===== config.mk =====
export PLATFORM = sky130hd
export DESIGN_NAME = mxu_seq_ctrl_flat
export DESIGN_NICKNAME = d
export VERILOG_FILES = /design/src/rtl/mxu_seq_ctrl_if.sv /design/src/rtl/mxu_seq_ctrl.sv /design/src/flat_wrapper.sv
export SDC_FILE = /design/constraint.sdc
export NUM_CORES = 1
export LEC_CHECK = 0
export BUFFER_PORTS_ARGS = -buffer_cell sky130_fd_sc_hd__buf_2
export CORE_MARGIN = 10
export CORE_UTILIZATION = 25
export DETAILED_ROUTE_END_ITERATION = 6
export GPL_TIMING_DRIVEN = 1
export PLACE_DENSITY = 0.49
export SETUP_SLACK_MARGIN = 0.15
export SLEW_MARGIN = 20
export SYNTH_ARGS = -nofsm -noshare
export SYNTH_HDL_FRONTEND = slang
export SYNTH_SLANG_ARGS = --single-unit

===== constraint.sdc =====
create_clock -name clk -period 3.7 [get_ports clk]
set_input_delay 0.555 -clock clk [delete_from_list [all_inputs] [get_ports clk]]
set_output_delay 0.555 -clock clk [all_outputs]
set_load 0.03 [all_outputs]

===== src/rtl/mxu_seq_ctrl_if.sv =====
// Job-control and buffer/PE-array strobe bundle of the MXU sequencer.
// start is a request, not a valid/ready pair. It is honoured only while busy=0,
// and the sequencer drops requests that arrive while a job is running rather than
// queueing them. reload_w and num_vec are qualified by start and must stay stable
// for the whole job. busy and done are registered and answer a start no earlier
// than the cycle after the start edge.
interface mxu_seq_ctrl_if #(
  parameter int ARRAY_N     = 8,
  parameter int TILE_LEN_BW = 8,
  parameter int WADDR_BW    = 3
);
  logic                   start;
  logic                   reload_w;
  logic [TILE_LEN_BW-1:0] num_vec;
  logic                   busy;
  logic                   done;
  logic                   wbuf_rd_en;
  logic [WADDR_BW-1:0]    wbuf_rd_addr;
  logic [ARRAY_N-1:0]     we_rl;
  logic                   abuf_rd_en;
  logic [TILE_LEN_BW-1:0] abuf_rd_addr;
  logic [ARRAY_N-1:0]     din_valid;
  logic [ARRAY_N-1:0]     out_valid;

  modport master (
    output start, reload_w, num_vec,
    input  busy, done, wbuf_rd_en, wbuf_rd_addr, we_rl,
           abuf_rd_en, abuf_rd_addr, din_valid, out_valid
  );

  modport slave (
    input  start, reload_w, num_vec,
    output busy, done, wbuf_rd_en, wbuf_rd_addr, we_rl,
           abuf_rd_en, abuf_rd_addr, din_valid, out_valid
  );
endinterface


===== src/rtl/mxu_seq_ctrl.sv =====
// Sequencer for the NxN weight-stationary MXU: optional weight reload, skewed
// activation streaming, then PSUM pipeline drain. All outputs are registered.
module mxu_seq_ctrl #(
  parameter int ARRAY_N     = 8,
  parameter int TILE_LEN_BW = 8,
  parameter int WADDR_BW    = 3
) (
  input  logic           clk,
  input  logic           rst,
  mxu_seq_ctrl_if.slave  bus,
  output logic [2:0]     dbg_state
);

  typedef enum logic [2:0] {
    S_IDLE    = 3'd0,
    S_LOAD_W  = 3'd1,
    S_COMPUTE = 3'd2,
    S_DRAIN   = 3'd3,
    S_DONE    = 3'd4
  } state_t;

  localparam logic [WADDR_BW-1:0] LAST_ROW   = WADDR_BW'(ARRAY_N - 1);
  localparam logic [WADDR_BW:0]   DRAIN_LAST = (WADDR_BW + 1)'(2 * ARRAY_N - 1);

  state_t                 state_q, state_d;
  logic [TILE_LEN_BW-1:0] num_vec_q, num_vec_d;
  logic                   wen_q, wen_d;
  logic [WADDR_BW-1:0]    waddr_q, waddr_d;
  logic [ARRAY_N-1:0]     we_rl_q, we_rl_d;
  logic                   aen_q, aen_d;
  logic [TILE_LEN_BW-1:0] aaddr_q, aaddr_d;
  logic [ARRAY_N-1:0]     din_q, din_d;
  logic [ARRAY_N-1:0]     ov_q, ov_d;
  logic [WADDR_BW:0]      drain_q, drain_d;
  logic                   busy_q, busy_d;
  logic                   done_q, done_d;

  always_comb begin
    state_d   = state_q;
    num_vec_d = num_vec_q;
    wen_d     = 1'b0;
    waddr_d   = waddr_q;
    aen_d     = 1'b0;
    aaddr_d   = aaddr_q;
    drain_d   = drain_q;
    // Row reload enable trails the weight read by one cycle (buffer read latency).
    we_rl_d   = wen_q ? (ARRAY_N'(1) << waddr_q) : '0;
    // Lane skew: input lane r lags the read by 1+r, output lane j lags by 1+j+N.
    din_d     = {din_q[ARRAY_N-2:0], aen_q};
    ov_d      = {ov_q[ARRAY_N-2:0], din_q[ARRAY_N-1]};

    // reload_w only steers the transition out of IDLE, so it needs no storage.
    case (state_q)
      S_IDLE: begin
        if (bus.start) begin
          num_vec_d = bus.num_vec;
          if (bus.reload_w) begin
            state_d = S_LOAD_W;
            wen_d   = 1'b1;
            waddr_d = '0;
          end else if (bus.num_vec == '0) begin
            state_d = S_DONE;
          end else begin
            state_d = S_COMPUTE;
            aen_d   = 1'b1;
            aaddr_d = '0;
          end
        end
      end
      S_LOAD_W: begin
        if (waddr_q == LAST_ROW) begin
          if (num_vec_q == '0) begin
            state_d = S_DONE;
          end else begin
            state_d = S_COMPUTE;
            aen_d   = 1'b1;
            aaddr_d = '0;
          end
        end else begin
          wen_d   = 1'b1;
          waddr_d = waddr_q + WADDR_BW'(1);
        end
      end
      S_COMPUTE: begin
        // Stop on the last index instead of a wrap test so num_vec=max cannot roll over.
        if (aaddr_q == num_vec_q - TILE_LEN_BW'(1)) begin
          state_d = S_DRAIN;
          drain_d = '0;
        end else begin
          aen_d   = 1'b1;
          aaddr_d = aaddr_q + TILE_LEN_BW'(1);
        end
      end
      S_DRAIN: begin
        // 2N cycles cover the deepest lane skew plus the cycle after the last PSUM.
        if (drain_q == DRAIN_LAST) begin
          state_d = S_DONE;
        end else begin
          drain_d = drain_q + (WADDR_BW + 1)'(1);
        end
      end
      S_DONE: begin
        state_d = S_IDLE;
      end
      default: begin
        state_d = S_IDLE;
      end
    endcase

    busy_d = (state_d != S_IDLE);
    done_d = (state_d == S_DONE);
  end

  always_ff @(posedge clk or posedge rst) begin
    if (rst) begin
      state_q   <= S_IDLE;
      num_vec_q <= '0;
      wen_q     <= 1'b0;
      waddr_q   <= '0;
      we_rl_q   <= '0;
      aen_q     <= 1'b0;
      aaddr_q   <= '0;
      din_q     <= '0;
      ov_q      <= '0;
      drain_q   <= '0;
      busy_q    <= 1'b0;
      done_q    <= 1'b0;
    end else begin
      state_q   <= state_d;
      num_vec_q <= num_vec_d;
      wen_q     <= wen_d;
      waddr_q   <= waddr_d;
      we_rl_q   <= we_rl_d;
      aen_q     <= aen_d;
      aaddr_q   <= aaddr_d;
      din_q     <= din_d;
      ov_q      <= ov_d;
      drain_q   <= drain_d;
      busy_q    <= busy_d;
      done_q    <= done_d;
    end
  end

  assign bus.busy         = busy_q;
  assign bus.done         = done_q;
  assign bus.wbuf_rd_en   = wen_q;
  assign bus.wbuf_rd_addr = waddr_q;
  assign bus.we_rl        = we_rl_q;
  assign bus.abuf_rd_en   = aen_q;
  assign bus.abuf_rd_addr = aaddr_q;
  assign bus.din_valid    = din_q;
  assign bus.out_valid    = ov_q;
  assign dbg_state        = state_q;

endmodule


===== src/flat_wrapper.sv =====
// flat-port wrapper written by rule: the top's interface ports become plain ports
module mxu_seq_ctrl_flat 
#(
  parameter int ARRAY_N     = 8,
  parameter int TILE_LEN_BW = 8,
  parameter int WADDR_BW    = 3
)
  (clk, rst, dbg_state, bus_start, bus_reload_w, bus_num_vec, bus_busy, bus_done, bus_wbuf_rd_en, bus_wbuf_rd_addr, bus_we_rl, bus_abuf_rd_en, bus_abuf_rd_addr, bus_din_valid, bus_out_valid);
  mxu_seq_ctrl_if #(.ARRAY_N(ARRAY_N), .TILE_LEN_BW(TILE_LEN_BW), .WADDR_BW(WADDR_BW)) bus_i ();
  input  logic clk;
  input  logic rst;
  output logic [2:0] dbg_state;
  input wire logic [$bits(bus_i.start)-1:0] bus_start;
  input wire logic [$bits(bus_i.reload_w)-1:0] bus_reload_w;
  input wire logic [$bits(bus_i.num_vec)-1:0] bus_num_vec;
  output wire logic [$bits(bus_i.busy)-1:0] bus_busy;
  output wire logic [$bits(bus_i.done)-1:0] bus_done;
  output wire logic [$bits(bus_i.wbuf_rd_en)-1:0] bus_wbuf_rd_en;
  output wire logic [$bits(bus_i.wbuf_rd_addr)-1:0] bus_wbuf_rd_addr;
  output wire logic [$bits(bus_i.we_rl)-1:0] bus_we_rl;
  output wire logic [$bits(bus_i.abuf_rd_en)-1:0] bus_abuf_rd_en;
  output wire logic [$bits(bus_i.abuf_rd_addr)-1:0] bus_abuf_rd_addr;
  output wire logic [$bits(bus_i.din_valid)-1:0] bus_din_valid;
  output wire logic [$bits(bus_i.out_valid)-1:0] bus_out_valid;
  assign bus_i.start = bus_start;
  assign bus_i.reload_w = bus_reload_w;
  assign bus_i.num_vec = bus_num_vec;
  assign bus_busy = bus_i.busy;
  assign bus_done = bus_i.done;
  assign bus_wbuf_rd_en = bus_i.wbuf_rd_en;
  assign bus_wbuf_rd_addr = bus_i.wbuf_rd_addr;
  assign bus_we_rl = bus_i.we_rl;
  assign bus_abuf_rd_en = bus_i.abuf_rd_en;
  assign bus_abuf_rd_addr = bus_i.abuf_rd_addr;
  assign bus_din_valid = bus_i.din_valid;
  assign bus_out_valid = bus_i.out_valid;
  mxu_seq_ctrl #(.ARRAY_N(ARRAY_N), .TILE_LEN_BW(TILE_LEN_BW), .WADDR_BW(WADDR_BW)) u_core (.clk(clk), .rst(rst), .bus(bus_i), .dbg_state(dbg_state));
endmodule

==> summary.md <==
From synthesis to final layout, the design area changed by 20.4%. The total count of hold-check failures in the final report was 0; the die width was 119 um. TritonCTS built the clock tree.

The core box area was 9640 um2. The worst setup path is launched from a register. Of all nets on the critical path, the largest fanout is 9. The number of rows in the core area is 36, and the remaining max-slew budget at the tightest pin is 57.8%.

For this configuration, the core starts out at a cell density of 25.4%. The overall track demand over capacity in global routing was 8.17%. For flop-to-flop paths, the worst setup slack is 1.28 ns.

The initial antenna violation count is 0, and the leakage dissipation is 0.00136 uW. The portion of the clock cycle consumed by the worst path in the final layout came out at 65.4%. The tree is rooted in a sky130_fd_sc_hd__clkbuf_8.

The logs give 0 ns for the total negative setup slack and 1,767 for the via count. The H-tree was split into 2 levels. After detailed routing, the total wire length is 5700 um. Setup repair after global routing left no endpoint under its margin.

The tools report the cell area after synthesis as 2440 um2. Setup violations remaining at the end of the flow were counted as 0. The endpoint identified for the worst register-to-register timing path is u_core.bus.abuf_rd_addr[6]$_DFFE_PP0P_. For this run, design rule violations remaining after detail routing come to 0. The share of final-layout standard cells stronger than drive strength 1 is 28.3%. The die outline area is 14,100 um2, and the average wire per standard cell is 14.1 um.

The placer's final routability congestion estimate was 0.747. Worst min-delay path class: in2async. In this run the power density over the cells is 852 nW/um2. The tool flagged a number of max-cap violations equal to 0. Dividing the synthesized area by the synthesized cell count gives 11.3 um2.

Clock-pin slew was measured on the worst setup and hold paths at 0.10 ns. Buffers placed on the I/O ports in this run total 53. The detailed-route vias per instance works out to 4.36.

In the synthesized netlist, the number of instances is 217. At the end of the flow the core is filled with cells to 30.5%. The via count of the first global-routing pass was 1,849; the slew at the pin closest to its max-slew limit was 0.627 ns.

Data on the critical path is required at its endpoint by 3.94 ns. Summed over all layers, the global routing overflow is 0. The smallest clock period supported by the final layout is computed as 2.42 ns. The tools report the final antenna diode count as 0. The clock net in this run drives a total of 54 sinks.

For the number of pins exceeding their max-slew limit in the final report, the log shows 0. The run finished with clean final reports. The later pin in the worst-skew pair is clocked with a latency of 0.30 ns. The logs give 0.00806 ns for the maximum clock skew at final layout and 0.413 GHz for the achievable clock frequency. The depth of the worst register-to-register path is 8, and the async set-reset flop share out of synthesis is 100%. Entering global routing, the biggest net connects 37 pins.

The overall die height is 119 um. The startpoint identified for the worst register-to-register timing path is u_core.num_vec_q[0]$_DFFE_PP0P_. The worst setup path is captured at a register. The logs give 0 for the setup fix buffers added after clock tree synthesis and 0 for the number of instances resized during post-cts repair. No sink is reached through more buffers than the 2 on the longest clock path. The signal on the critical path passes through inv_1, ha_1, nor3b_1, nand2_1, a2bb2oi_1, nor3_2, or4b_1, nand3_1. The largest single stage delay on the critical path is 0.54 ns. Flip-flop cell with the highest count after synthesis: sky130_fd_sc_hd__dfrtp_1. The total of flip-flops plus latches after synthesis works out to 54.

The start-to-end type of the worst setup path is reg2reg. The number of nets handed over by synthesis was 238. The half-perimeter wire length of the detailed placement result was 4300 um. The run gives 0.264 mV as the maximum VDD drop. The tools report the number of DRC violations after detailed-routing iteration 0 as 74. In this run, distinct cell masters in the synthesized netlist total 49. For this run, the number of Yosys warnings is 0. In this run the count of I/O pins placed on the die edge is 54.

The total iterations of the first detailed-routing run is 5, and the register area share after synthesis is 55.3%. The logs give 292 for the number of nets in the final layout and 2.66 ns for the arrival time reported for the critical path endpoint. The count of antenna-violating nets left after detailed routing was 0. The worst-path cell with the longest stage delay was sky130_fd_sc_hd__or4b_1. The number of buffers created by CTS came out at 5.

The total of hold buffers inserted after clock tree synthesis came out at 0. The first global-routing pass estimated 9560 um of wire. The layout has 1,048 filler cells.

The number of flops mapped to enable cells by yosys was 0.
==> layout by cell type, fill, tap and decap left out, types with 5 or more instances in the layout <==
cell / n
sky130_fd_sc_hd__ha_1: 9
sky130_fd_sc_hd__clkbuf_8: 5
sky130_fd_sc_hd__or3_1: 5
sky130_fd_sc_hd__nand3_1: 7
sky130_fd_sc_hd__nor4_1: 5
sky130_fd_sc_hd__xnor2_1: 6
sky130_fd_sc_hd__mux2_2: 5
sky130_fd_sc_hd__buf_2: 53
sky130_fd_sc_hd__and2_1: 6
sky130_fd_sc_hd__nand2b_1: 6
sky130_fd_sc_hd__o21ai_0: 6
sky130_fd_sc_hd__nand2_1: 22
sky130_fd_sc_hd__dfrtp_1: 54
sky130_fd_sc_hd__nor2_1: 9
sky130_fd_sc_hd__inv_1: 12
sky130_fd_sc_hd__and3_1: 5
==> final cells by class <==
cell class | count | area [um2] | share of cell area (%)
Inverter | 13 | 48.8 | 1.66
Clock buffer | 6 | 72.6 | 2.47
Tap cell | 133 | 166 | 5.65
Timing Repair Buffer | 55 | 280 | 9.52
Clock inverter | 2 | 13.8 | 0.468
Sequential cell | 54 | 1350 | 45.9
Multi-Input combinational cell | 142 | 1010 | 34.3
==> routing by layer <==
| metal | part of all wire [%] | GRT usage, % | wire (um) | up-vias |
|---|---|---|---|---|
| met1 | 49 | 10.6 | 2780 | 856 |
| met3 | 5.6 | 2.60 | 317 | 5 |
| met2 | 45 | 12.7 | 2560 | 43 |
| met5 | 0 | 0 | 0 | - |
| li1 | - | - | - | 863 |
| met4 | 0.84 | 2.44 | 48 | 0 |
==> flip-flops by register name, summed over array words and instances, names as in the netlist <==
register and cells:
u_core.bus.wbuf_rd_en 1, u_core.bus.done 1, u_core.drain_q 4, u_core.bus.wbuf_rd_addr 3
u_core.bus.abuf_rd_en 1, u_core.dbg_state 3, u_core.bus.busy 1, u_core.bus.abuf_rd_addr 8
u_core.bus.out_valid 8, u_core.bus.din_valid 8, u_core.num_vec_q 8, u_core.bus.we_rl 8
==> stage by stage <==
step | setup WS, ns | hold WS, ns | power [uW] | instance area [um2] | instances
after global placement | 1.19 | 0.351 | 2200 | 2860 | 397
after floorplan | 1.46 | 0.504 | 1890 | 2440 | 217
after global routing | 1.01 | 0.232 | 2720 | 2940 | 405
after detailed placement | 1.12 | 0.355 | 2220 | 2860 | 397
final | 1.28 | 0.214 | 2510 | 2940 | 405
after CTS | 1.27 | 0.220 | 2550 | 2940 | 405
==> synthesized netlist by cell type, drive strengths merged (2+ instances only) <==
library cell | instances | area (um2)
a2bb2oi | 2 | 17.5
and2 | 6 | 37.5
and3 | 5 | 31.3
buf | 2 | 16.3
clkbuf | 6 | 23.8
dfrtp | 54 | 1350
ha | 9 | 113
inv | 13 | 48.8
mux2 | 5 | 56.3
nand2 | 22 | 82.6
nand2b | 6 | 37.5
nand3 | 7 | 35.0
nand3b | 2 | 15.0
nand4 | 2 | 12.5
nor2 | 10 | 40.0
nor2b | 2 | 12.5
nor3 | 2 | 26.3
nor3b | 2 | 15.0
nor4 | 7 | 65.1
nor4b | 2 | 17.5
o211ai | 4 | 30.0
o21ai | 9 | 45.0
o221ai | 2 | 17.5
o22ai | 2 | 12.5
o311ai | 2 | 17.5
or3 | 5 | 31.3
or4 | 4 | 30.0
xnor2 | 6 | 52.6
xor2 | 5 | 51.3
==> report_power, final <==
group / leakage (uW) / switching (uW) / internal [uW]
Clock: 0.0000452 / 195 / 134
Combinational: 0.000655 / 729 / 404
Sequential: 0.000658 / 239 / 806
==> logic make-up after synthesis <==
logic type                 Yosys count  share of synthesized area, %
buffers and inverters               21                          3.64
xor gates and xnor gates            11                          4.25
adders and majority gates            9                          4.61
AOI/OAI and AO/OA                   28                          7.99
and+or+nand+nor                     88                          21.5
DFF                                 54                          55.3
muxes                                6                          2.71
==> critical path: cells and delay by family (launching register included) <==
| family | cells | cell delay, ns |
|---|---|---|
| DFF | 1 | 0.45 |
| buffers and inverters | 1 | 0.10 |
| adders and majority gates | 1 | 0.20 |
| and+or+nand+nor | 5 | 1.23 |
| AOI/OAI and AO/OA | 1 | 0.38 |
==> worst max path at each step <==
stage / depth (start not counted) / from / end
6_report: 8 / u_core.num_vec_q[0]$_DFFE_PP0P_ / u_core.bus.abuf_rd_addr[6]$_DFFE_PP0P_
5_1_grt: 8 / u_core.num_vec_q[0]$_DFFE_PP0P_ / u_core.bus.abuf_rd_addr[5]$_DFFE_PP0P_
4_1_cts: 8 / u_core.num_vec_q[0]$_DFFE_PP0P_ / u_core.bus.abuf_rd_addr[6]$_DFFE_PP0P_
3_5_place_dp: 7 / bus_num_vec[0] / u_core.bus.busy$_DFF_PP0_
3_3_place_gp: 7 / bus_num_vec[0] / u_core.bus.busy$_DFF_PP0_
2_1_floorplan: 7 / u_core.bus.abuf_rd_addr[5]$_DFFE_PP0P_ / u_core.bus.abuf_rd_addr[6]$_DFFE_PP0P_
Note: power is estimated with default switching activity, not from simulation.
